`src/rtl/elevator_pkg.sv`:
```
// Elevator controller shared types: FSM state encodings
// and travel direction constants.
package elevator_pkg;

  typedef enum logic [1:0] {
    ST_IDLE      = 2'd0,
    ST_MOVE_UP   = 2'd1,
    ST_MOVE_DOWN = 2'd2,
    ST_DOOR      = 2'd3
  } state_e;

  typedef enum logic {
    DIR_UP   = 1'b0,
    DIR_DOWN = 1'b1
  } dir_e;

endpackage

```
`src/rtl/elevator_req_reg.sv`:
```
// Pending floor-request register with latch/clear logic.
// Ports: clk, rst, floor_req, floor_pos, block_here,
//   clr_en/clr_idx (stop clear), pending, above, below, here.
module elevator_req_reg #(
  parameter int FLOORS = 8,
  parameter int POS_W  = 3
) (
  input  logic              clk,
  input  logic              rst,
  input  logic [FLOORS-1:0] floor_req,
  input  logic [POS_W-1:0]  floor_pos,
  input  logic              block_here,
  input  logic              clr_en,
  input  logic [POS_W-1:0]  clr_idx,
  output logic [FLOORS-1:0] pending,
  output logic              above,
  output logic              below,
  output logic              here
);

  logic [FLOORS-1:0] pend_q, pend_d;
  logic [FLOORS-1:0] here_mask, clr_mask;

  always_comb begin
    here_mask = '0;
    clr_mask  = '0;
    here_mask[floor_pos] = 1'b1;
    if (clr_en) clr_mask[clr_idx] = 1'b1;
    // A press at the current floor while parked or
    // door-open reopens the door instead of latching.
    pend_d = pend_q
           | (floor_req & ~(block_here ? here_mask : '0));
    pend_d = pend_d & ~clr_mask;
  end

  always_ff @(posedge clk or posedge rst) begin
    if (rst) pend_q <= '0;
    else     pend_q <= pend_d;
  end

  always_comb begin
    above = 1'b0;
    below = 1'b0;
    for (int i = 0; i < FLOORS; i++) begin
      if (i > int'(floor_pos)) above = above | pend_q[i];
      if (i < int'(floor_pos)) below = below | pend_q[i];
    end
  end

  assign here    = pend_q[floor_pos];
  assign pending = pend_q;

endmodule

```
`src/rtl/elevator_scan_ctrl.sv`:
```
// SCAN elevator car controller: FSM, direction, travel and
// door timers, estop freeze. Ports: clk, rst, floor_req, estop,
// floor_pos, door_open, moving_up, moving_down, pending, idle.
module elevator_scan_ctrl
  import elevator_pkg::*;
#(
  parameter int FLOORS     = 8,
  parameter int POS_W      = 3,
  parameter int TRAVEL_CYC = 4,
  parameter int DOOR_CYC   = 3
) (
  input  logic              clk,
  input  logic              rst,
  input  logic [FLOORS-1:0] floor_req,
  input  logic              estop,
  output logic [POS_W-1:0]  floor_pos,
  output logic              door_open,
  output logic              moving_up,
  output logic              moving_down,
  output logic [FLOORS-1:0] pending,
  output logic              idle
);

  localparam int TW =
    (TRAVEL_CYC > 1) ? $clog2(TRAVEL_CYC) : 1;
  localparam int DW =
    (DOOR_CYC > 1) ? $clog2(DOOR_CYC) : 1;

  state_e           state_q, state_d;
  dir_e             dir_q, dir_d;
  logic [POS_W-1:0] pos_q, pos_d, npos;
  logic [TW-1:0]    tcnt_q, tcnt_d;
  logic [DW-1:0]    dcnt_q, dcnt_d;

  logic             clr_en;
  logic [POS_W-1:0] clr_idx;
  logic             above, below, here;
  logic             ahead, behind;
  logic             block_here;

  // While frozen, a current-floor press latches so it is
  // served after release rather than lost.
  assign block_here = !estop
    && (state_q == ST_IDLE || state_q == ST_DOOR);

  elevator_req_reg #(
    .FLOORS (FLOORS),
    .POS_W  (POS_W)
  ) u_req (
    .clk        (clk),
    .rst        (rst),
    .floor_req  (floor_req),
    .floor_pos  (pos_q),
    .block_here (block_here),
    .clr_en     (clr_en),
    .clr_idx    (clr_idx),
    .pending    (pending),
    .above      (above),
    .below      (below),
    .here       (here)
  );

  assign ahead  = (dir_q == DIR_UP) ? above : below;
  assign behind = (dir_q == DIR_UP) ? below : above;

  always_comb begin
    state_d = state_q;
    dir_d   = dir_q;
    pos_d   = pos_q;
    tcnt_d  = tcnt_q;
    dcnt_d  = dcnt_q;
    clr_en  = 1'b0;
    clr_idx = pos_q;
    npos    = pos_q;
    if (!estop) begin
      unique case (state_q)
        ST_IDLE: begin
          tcnt_d = '0;
          dcnt_d = '0;
          if (floor_req[pos_q] || here) begin
            state_d = ST_DOOR;
            clr_en  = 1'b1;
          end else if (above
                   && (dir_q == DIR_UP || !below)) begin
            state_d = ST_MOVE_UP;
            dir_d   = DIR_UP;
          end else if (below) begin
            state_d = ST_MOVE_DOWN;
            dir_d   = DIR_DOWN;
          end
        end
        ST_MOVE_UP, ST_MOVE_DOWN: begin
          if (tcnt_q == TW'(TRAVEL_CYC - 1)) begin
            tcnt_d = '0;
            if (state_q == ST_MOVE_UP) begin
              if (pos_q != POS_W'(FLOORS - 1))
                npos = pos_q + POS_W'(1);
            end else begin
              if (pos_q != '0)
                npos = pos_q - POS_W'(1);
            end
            pos_d = npos;
            if (pending[npos]) begin
              state_d = ST_DOOR;
              dcnt_d  = '0;
              clr_en  = 1'b1;
              clr_idx = npos;
            end
          end else begin
            tcnt_d = tcnt_q + TW'(1);
          end
        end
        ST_DOOR: begin
          if (floor_req[pos_q]) begin
            dcnt_d = '0;
          end else if (dcnt_q == DW'(DOOR_CYC - 1)) begin
            dcnt_d = '0;
            tcnt_d = '0;
            if (ahead) begin
              state_d = (dir_q == DIR_UP)
                      ? ST_MOVE_UP : ST_MOVE_DOWN;
            end else if (behind) begin
              state_d = (dir_q == DIR_UP)
                      ? ST_MOVE_DOWN : ST_MOVE_UP;
              dir_d   = (dir_q == DIR_UP)
                      ? DIR_DOWN : DIR_UP;
            end else begin
              state_d = ST_IDLE;
            end
          end else begin
            dcnt_d = dcnt_q + DW'(1);
          end
        end
        default: state_d = ST_IDLE;
      endcase
    end
  end

  always_ff @(posedge clk or posedge rst) begin
    if (rst) begin
      state_q <= ST_IDLE;
      dir_q   <= DIR_UP;
      pos_q   <= '0;
      tcnt_q  <= '0;
      dcnt_q  <= '0;
    end else begin
      state_q <= state_d;
      dir_q   <= dir_d;
      pos_q   <= pos_d;
      tcnt_q  <= tcnt_d;
      dcnt_q  <= dcnt_d;
    end
  end

  assign floor_pos   = pos_q;
  assign door_open   = (state_q == ST_DOOR);
  assign moving_up   = (state_q == ST_MOVE_UP) && !estop;
  assign moving_down = (state_q == ST_MOVE_DOWN) && !estop;
  assign idle        = (state_q == ST_IDLE)
                    && (pending == '0);

endmodule

```
`config.mk`:
```
export PLATFORM = sky130hd
export DESIGN_NAME = elevator_scan_ctrl
export DESIGN_NICKNAME = d
export VERILOG_FILES = /design/src/rtl/elevator_pkg.sv /design/src/rtl/elevator_req_reg.sv /design/src/rtl/elevator_scan_ctrl.sv
export SDC_FILE = /design/constraint.sdc
export NUM_CORES = 1
export LEC_CHECK = 0
export ABC_AREA = 0
export CORE_MARGIN = 2
export CORE_UTILIZATION = 59
export DETAILED_ROUTE_END_ITERATION = 6
export GPL_TIMING_DRIVEN = 0
export PLACE_DENSITY = 0.88
export SYNTH_ARGS = -nofsm -noshare
export SYNTH_HDL_FRONTEND = slang
export SYNTH_SLANG_ARGS = --single-unit
```
`constraint.sdc`:
```
create_clock -name clk -period 5 [get_ports clk]
set_clock_uncertainty 0.2 [all_clocks]
set_input_delay 1 -clock clk [delete_from_list [all_inputs] [get_ports clk]]
set_output_delay 1 -clock clk [all_outputs]
set_load 0.02 [all_outputs]
```
# Word level (Yosys, flattened, before mapping)
# Index checks and enable logic that the tools add are counted.
# totals
ff_bits,18
in_bits,11
out_inout_bits,15
word_cells,158
# classes
addsub,4
n_lt_le_gt_ge,19
n_eq_ne,15
n_mux,73
n_bitwise,19
n_reduce_logical,22
# op_table
cell,n
two-way mux 2 bit,18
two-way mux 1 bit,33
two-way mux 3 bit,10
one-hot mux 2 bit (3 select lines),3
bitwise AND 8 bit,2
two-way mux 8 bit,2
inverter 8 bit,2
greater-than comparator 3 bit (first input constant),4
less-than comparator 3 x 4 -> 1 bit (second input constant),3
OR 1 bit,12
inequality test 2 bit (second input constant),5
binary-select mux 1 bit (select 3 bit),3
less-than comparator 3 bit (first input constant),3
AND reduction 3 bit,3
equality test 2 bit (second input constant),4
zero test 8 bit,1
OR 8 bit,1
AND reduction 8 bit,1
logical AND 1 bit,7
demux 1 bit (select 3 bit),2
>= comparator 3 x 1 -> 1 bit (second input constant),2
greater-than comparator 2 x 3 -> 1 bit (first input constant),2
less-than comparator 1 x 3 -> 1 bit (first input constant),2
less-than comparator 2 x 3 -> 1 bit (first input constant),2
18 further kinds,25

# Depth between registers and ports, before layout
# depth
depth_word,20
ltp_mapped,10
depth_no_buf,9

# Cells and area by module
# A second synthesis with hierarchy kept.
# unflattened
cells_unflattened,208
hier_area_um2,1796.7
# by_module_without_submodules
mod,n_inst,cells_each,area_each_um2,seq_area_each_um2
elevator_scan_ctrl,1,138,1189.9,250.2
elevator_req_reg,1,70,606.8,200.2

# Worst setup path after synthesis
# Ideal clock, no wire load.
# synth_path
path_kind,flip-flop to flip-flop
from,register pos_q[1] (netlist: floor_pos[1])
to,register state_q[0]
setup_ns,0.125
arrival_ns,2.741
required_time_ns,4.675
slack_ns,1.934
stages_incl_launch_ff,11
n_path_buf,1
period_less_slack_ns,3.066
path_cell_list,dfrtp_1 -> buf_2 -> inv_1 -> ha_1 -> or3b_4 -> nand2_1 -> a311o_2 -> a2bb2oi_2 -> a31oi_1 -> a311o_1 -> mux2_4
# synth_via
elab_chain_cells,20
word_cells_on_any_way,73
classes_between,add/sub (2); order compare (14); eq/ne (4); mux (35); bitwise (12); reduce/logical (6)
# synth_lines
element,line,rtl
"start, declared",elevator_scan_ctrl.sv:31,"logic [POS_W-1:0] pos_q, pos_d, npos;"
"start signal, assigned",elevator_scan_ctrl.sv:149,pos_q <= pos_d;
less-than comparator 1 x 3 -> 1 bit / greater-than comparator 1 x 3 -> 1 bit (equally long branches),"elevator_req_reg.sv:46, elevator_req_reg.sv:45",
two-way mux 1 bit (on tied branches),"elevator_req_reg.sv:46, elevator_req_reg.sv:45",
OR 1 bit (on tied branches),"elevator_req_reg.sv:46, elevator_req_reg.sv:45",
two-way mux 1 bit (on tied branches),"elevator_req_reg.sv:46, elevator_req_reg.sv:45",
OR 1 bit (on tied branches),"elevator_req_reg.sv:46, elevator_req_reg.sv:45",
two-way mux 1 bit (on tied branches),"elevator_req_reg.sv:46, elevator_req_reg.sv:45",
OR 1 bit (on tied branches),"elevator_req_reg.sv:46, elevator_req_reg.sv:45",
two-way mux 1 bit (on tied branches),"elevator_req_reg.sv:46, elevator_req_reg.sv:45",
[4 not listed],n/a,
OR 1 bit (on tied branches),"elevator_req_reg.sv:46, elevator_req_reg.sv:45",
two-way mux 1 bit (on tied branches),"elevator_req_reg.sv:46, elevator_req_reg.sv:45",
two-way mux 1 bit / zero test 1 bit (equally long branches),"elevator_scan_ctrl.sv:64, elevator_scan_ctrl.sv:84",
two-way mux 2 bit / logical OR 1 bit (equally long branches),"elevator_scan_ctrl.sv:122, elevator_scan_ctrl.sv:84",
two-way mux 2 bit / logical AND 1 bit (equally long branches),"elevator_scan_ctrl.sv:119, elevator_scan_ctrl.sv:84",
two-way mux 2 bit (on tied branches),"elevator_scan_ctrl.sv:116, elevator_scan_ctrl.sv:83",
two-way mux 2 bit (on tied branches),"elevator_scan_ctrl.sv:114, elevator_scan_ctrl.sv:80",
one-hot mux 2 bit (3 select lines),elevator_scan_ctrl.sv:76,unique case (state_q)
"end signal, assigned",elevator_scan_ctrl.sv:147,state_q <= state_d;
"end, declared",elevator_scan_ctrl.sv:29,"state_e state_q, state_d;"
# Parallel ways exist; a longest one is shown, timed or not. The select of a mux whose other input is x is not followed.
# A chain may end at the register's enable or synchronous reset.

# Worst setup path after layout
# layout_path
from,register pos_q[0] (netlist: floor_pos[0])
to,register state_q[0]
# The elaborated chain is that of the path after synthesis.

==> impl_metrics.ini <==
[outcome]
status = finished, final reports clean

[layout]
finalNetCount = 271
final_common_cell = clkdlybuf4s50_1
seq_area_um2 = 450.4
final_cell_mix = 24 x clkdlybuf4s50_1, 22 x nand2_1, 18 x dfrtp_1
num_antenna_cells = 0
fill_cells = 252
drive_gt1_share_pct = 12.05
syn_to_final_growth_pct = 17.53
multi_input_area_mm2 = 0.001267

[worst_hold_path]
whs_path_depth = 2
hold_path.class = reg2reg

[floorplan]
dieWidth_um = 59.44
start_util_pct = 60.88
fp.dieH_um = 59.44
num_rows = 20
core-area_mm2 = 0.002978
io-pin-count = 26
die_area_mm2 = 0.003533

[critical_path]
reg2reg_depth = 10
crit_arrival_ns = 3.43
setup.worst_path.class = reg2reg
crit_path_max_fanout = 12
critPathCaptureType = register
required_ns = 5.00
critPathLaunch = floor_pos[0]
endpoint = state_q[0]
reg2reg_slack_ns = 1.57
reg2reg_to = state_q[0]
startpoint_type = register
reg2reg_from = floor_pos[0]

[power]
p_total_w = 0.001325
switching_share_pct = 51.63
pwr-share-comb_pct = 74.4
power.internal_w = 0.0006408
p_clk_share_pct = 7.1
p_leak_nw = 0.8566
peakVddDrop_mv = 0.2994
power_switching_w = 0.0006840
pwr_density_cell_mw_per_mm2 = 621.7
power_frac_seq_pct = 18.5

[clock_network]
cts_tree = done
clk_path_buf_depth = 2
htreeDepth = 1
clk_pin_slew_worst_paths_ns = 0.11
cts_setup_buffers = 0
cts_root_buf = clkbuf_4
cts_resized = 0
clock_latency_ns = 0.30
numCtsBuffers = 3
cts_hold_buf = 0
clock_sinks = 18

[drt]
firstDrtPassIters = 4
via_per_inst = 6.702
wirelength_um = 5119
wire_per_inst_um = 18.15
vias = 1890
highest_layer = met4
drt-met1-wl_um = 2200
drc_errors = 0
route.met2.wl_um = 2305
met3_length_um = 408
initialDrtViolationCount = 168
ant_nets = 0

[placement]
gp_congestion = 0.9672
numPortBuffers = 24
hpwl_um = 3888
dp_slack_ns = 1.431

[sta]
hold_viol = 0
fmax_mhz = 292.0
worst_slack_ns = 1.575
min_period_over_period_pct = 68.50
tns_ns = 0
slew_headroom_pct = 43.56
slew_violations = 0
fin_crit_ns = 3.425
tightest_slew_ns = 0.8389
rsz0062_at_grt = no
finalSetupViolations = 0

[global_routing]
grt_max_degree = 19
grt_pass1_wl_um = 8259
grt.overflow.total = 0
grt_pass1_vias = 1714
antenna_found_initial = 0
grt_usage_pct = 31.64

[synthesis]
avgSynthCellArea_um2 = 8.204
synth_warnings = 0
synth_edf_count = 0
ys_ff_latch = 18
syn_area_mm2 = 0.001813
netlist_instances = 221
synth_ff_type = dfrtp_1
synth.net_count = 242
yosysSeqAreaShare_pct = 24.84
asyncSetResetFlopFracSynth_pct = 100.0
synth_cell_type_count = 57

[job]
cap_violations = 0
cell usage after synthesis, types with 2 or more instances:
master    instances  area (um2)
a31oi_1          10       62.56
a21oi_1          16       80.08
buf_4             2       15.01
o22ai_1           2       12.51
and2_1            2       12.51
clkbuf_1          3       11.26
nand3_1          11       55.05
o21ai_0           8       40.04
nor2_1           15       56.30
a31o_1            3       26.28
mux2_2            3       33.78
a211oi_1          4       30.03
mux2i_1           2       20.02
nor4_1            7       43.79
or2_2             2       12.51
mux4_2            2       45.04
nand2_1          22       82.58
a41oi_1           3       26.28
nand4_1           2       12.51
o21a_1            2       15.01
a311oi_1          3       26.28
ha_1             10       125.1
inv_1            10       37.54
xnor2_1           3       26.28
dfrtp_1          18       450.4
nor3_1            6       30.03
nand2b_1         10       62.56
a221o_1           3       30.03
buf_2             4       20.02
and3_1            2       12.51
nor2b_1           5       31.28
worst min path at each step:
stage | startpoint | to | slack (ns)
4_1_cts | tcnt_q[1] | tcnt_q[1] | 0.32
5_1_grt | tcnt_q[1] | tcnt_q[1] | 0.36
6_report | tcnt_q[1] | tcnt_q[1] | 0.32
2_1_floorplan | tcnt_q[1] | tcnt_q[1] | 0.25
3_5_place_dp | tcnt_q[1] | tcnt_q[1] | 0.29
3_3_place_gp | tcnt_q[1] | tcnt_q[1] | 0.28
routing by layer:
metal / track usage [%] / vias to the layer above
li1: - / 902
met1: 44.14 / 868
met2: 47.88 / 96
met3: 3.712 / 24
met4: 16.23 / 0
met5: 0 / -
critical path, cell delays in order, from the launching register on:
cell	delay, ns
dfrtp_1	0.48
inv_1	0.12
buf_2	0.28
ha_1	0.37
nor3b_2	0.39
a211oi_1	0.10
a311o_2	0.34
a2bb2oi_2	0.18
a31oi_1	0.30
a311o_1	0.23
mux2_4	0.31
power by group through the flow:
| stage | logic (W) | registers, W | clock network, W |
|---|---|---|---|
| 3_3_place_gp | 0.000954 | 0.000245 | 0 |
| 5_1_grt | 0.00109 | 0.000249 | 0.000101 |
| 6_report | 0.000986 | 0.000245 | 0.0000941 |
| 3_5_place_dp | 0.000968 | 0.000247 | 0 |
| 4_1_cts | 0.000973 | 0.000243 | 0.0000936 |
| 2_1_floorplan | 0.000726 | 0.000249 | 0 |
stage by stage:
stage	cells	hold WS [ns]	cell area [um2]	util, %
2_1_floorplan	221	0.2538	1813	-
3_3_place_gp	278	0.2761	2095	70.34
3_5_place_dp	278	0.2947	2095	70.34
4_1_cts	282	0.3202	2131	71.55
5_1_grt	282	0.3613	2131	71.55
6_report	282	0.3153	2131	71.55
state kept, by name, summed over array words and instances (netlist names):
name and count:
floor_pos 3, dcnt_q 2, state_q 2, dir_q 1
tcnt_q 2, u_req.pending 8
cell type report:
class	count	area share (%)
Buffer	10	2.701
Multi-Input combinational cell	183	59.48
Clock buffer	4	1.703
Sequential cell	18	21.14
Timing Repair Buffer	24	11.27
Tap cell	33	1.938
Inverter	10	1.762
kinds of logic (layout without fill, tap and decap cells):
family | count (synthesis) | count (layout) | share of synthesized area [%]
and+or+nand+nor | 91 | 91 | 26.71
AOI/OAI and AO/OA | 71 | 71 | 28.57
buffers and inverters | 20 | 48 | 5.245
DFF | 18 | 18 | 24.84
adders and majority gates | 10 | 10 | 6.901
muxes | 8 | 8 | 6.280
xor gates and xnor gates | 3 | 3 | 1.450
Note: power is estimated with default switching activity, not from simulation.
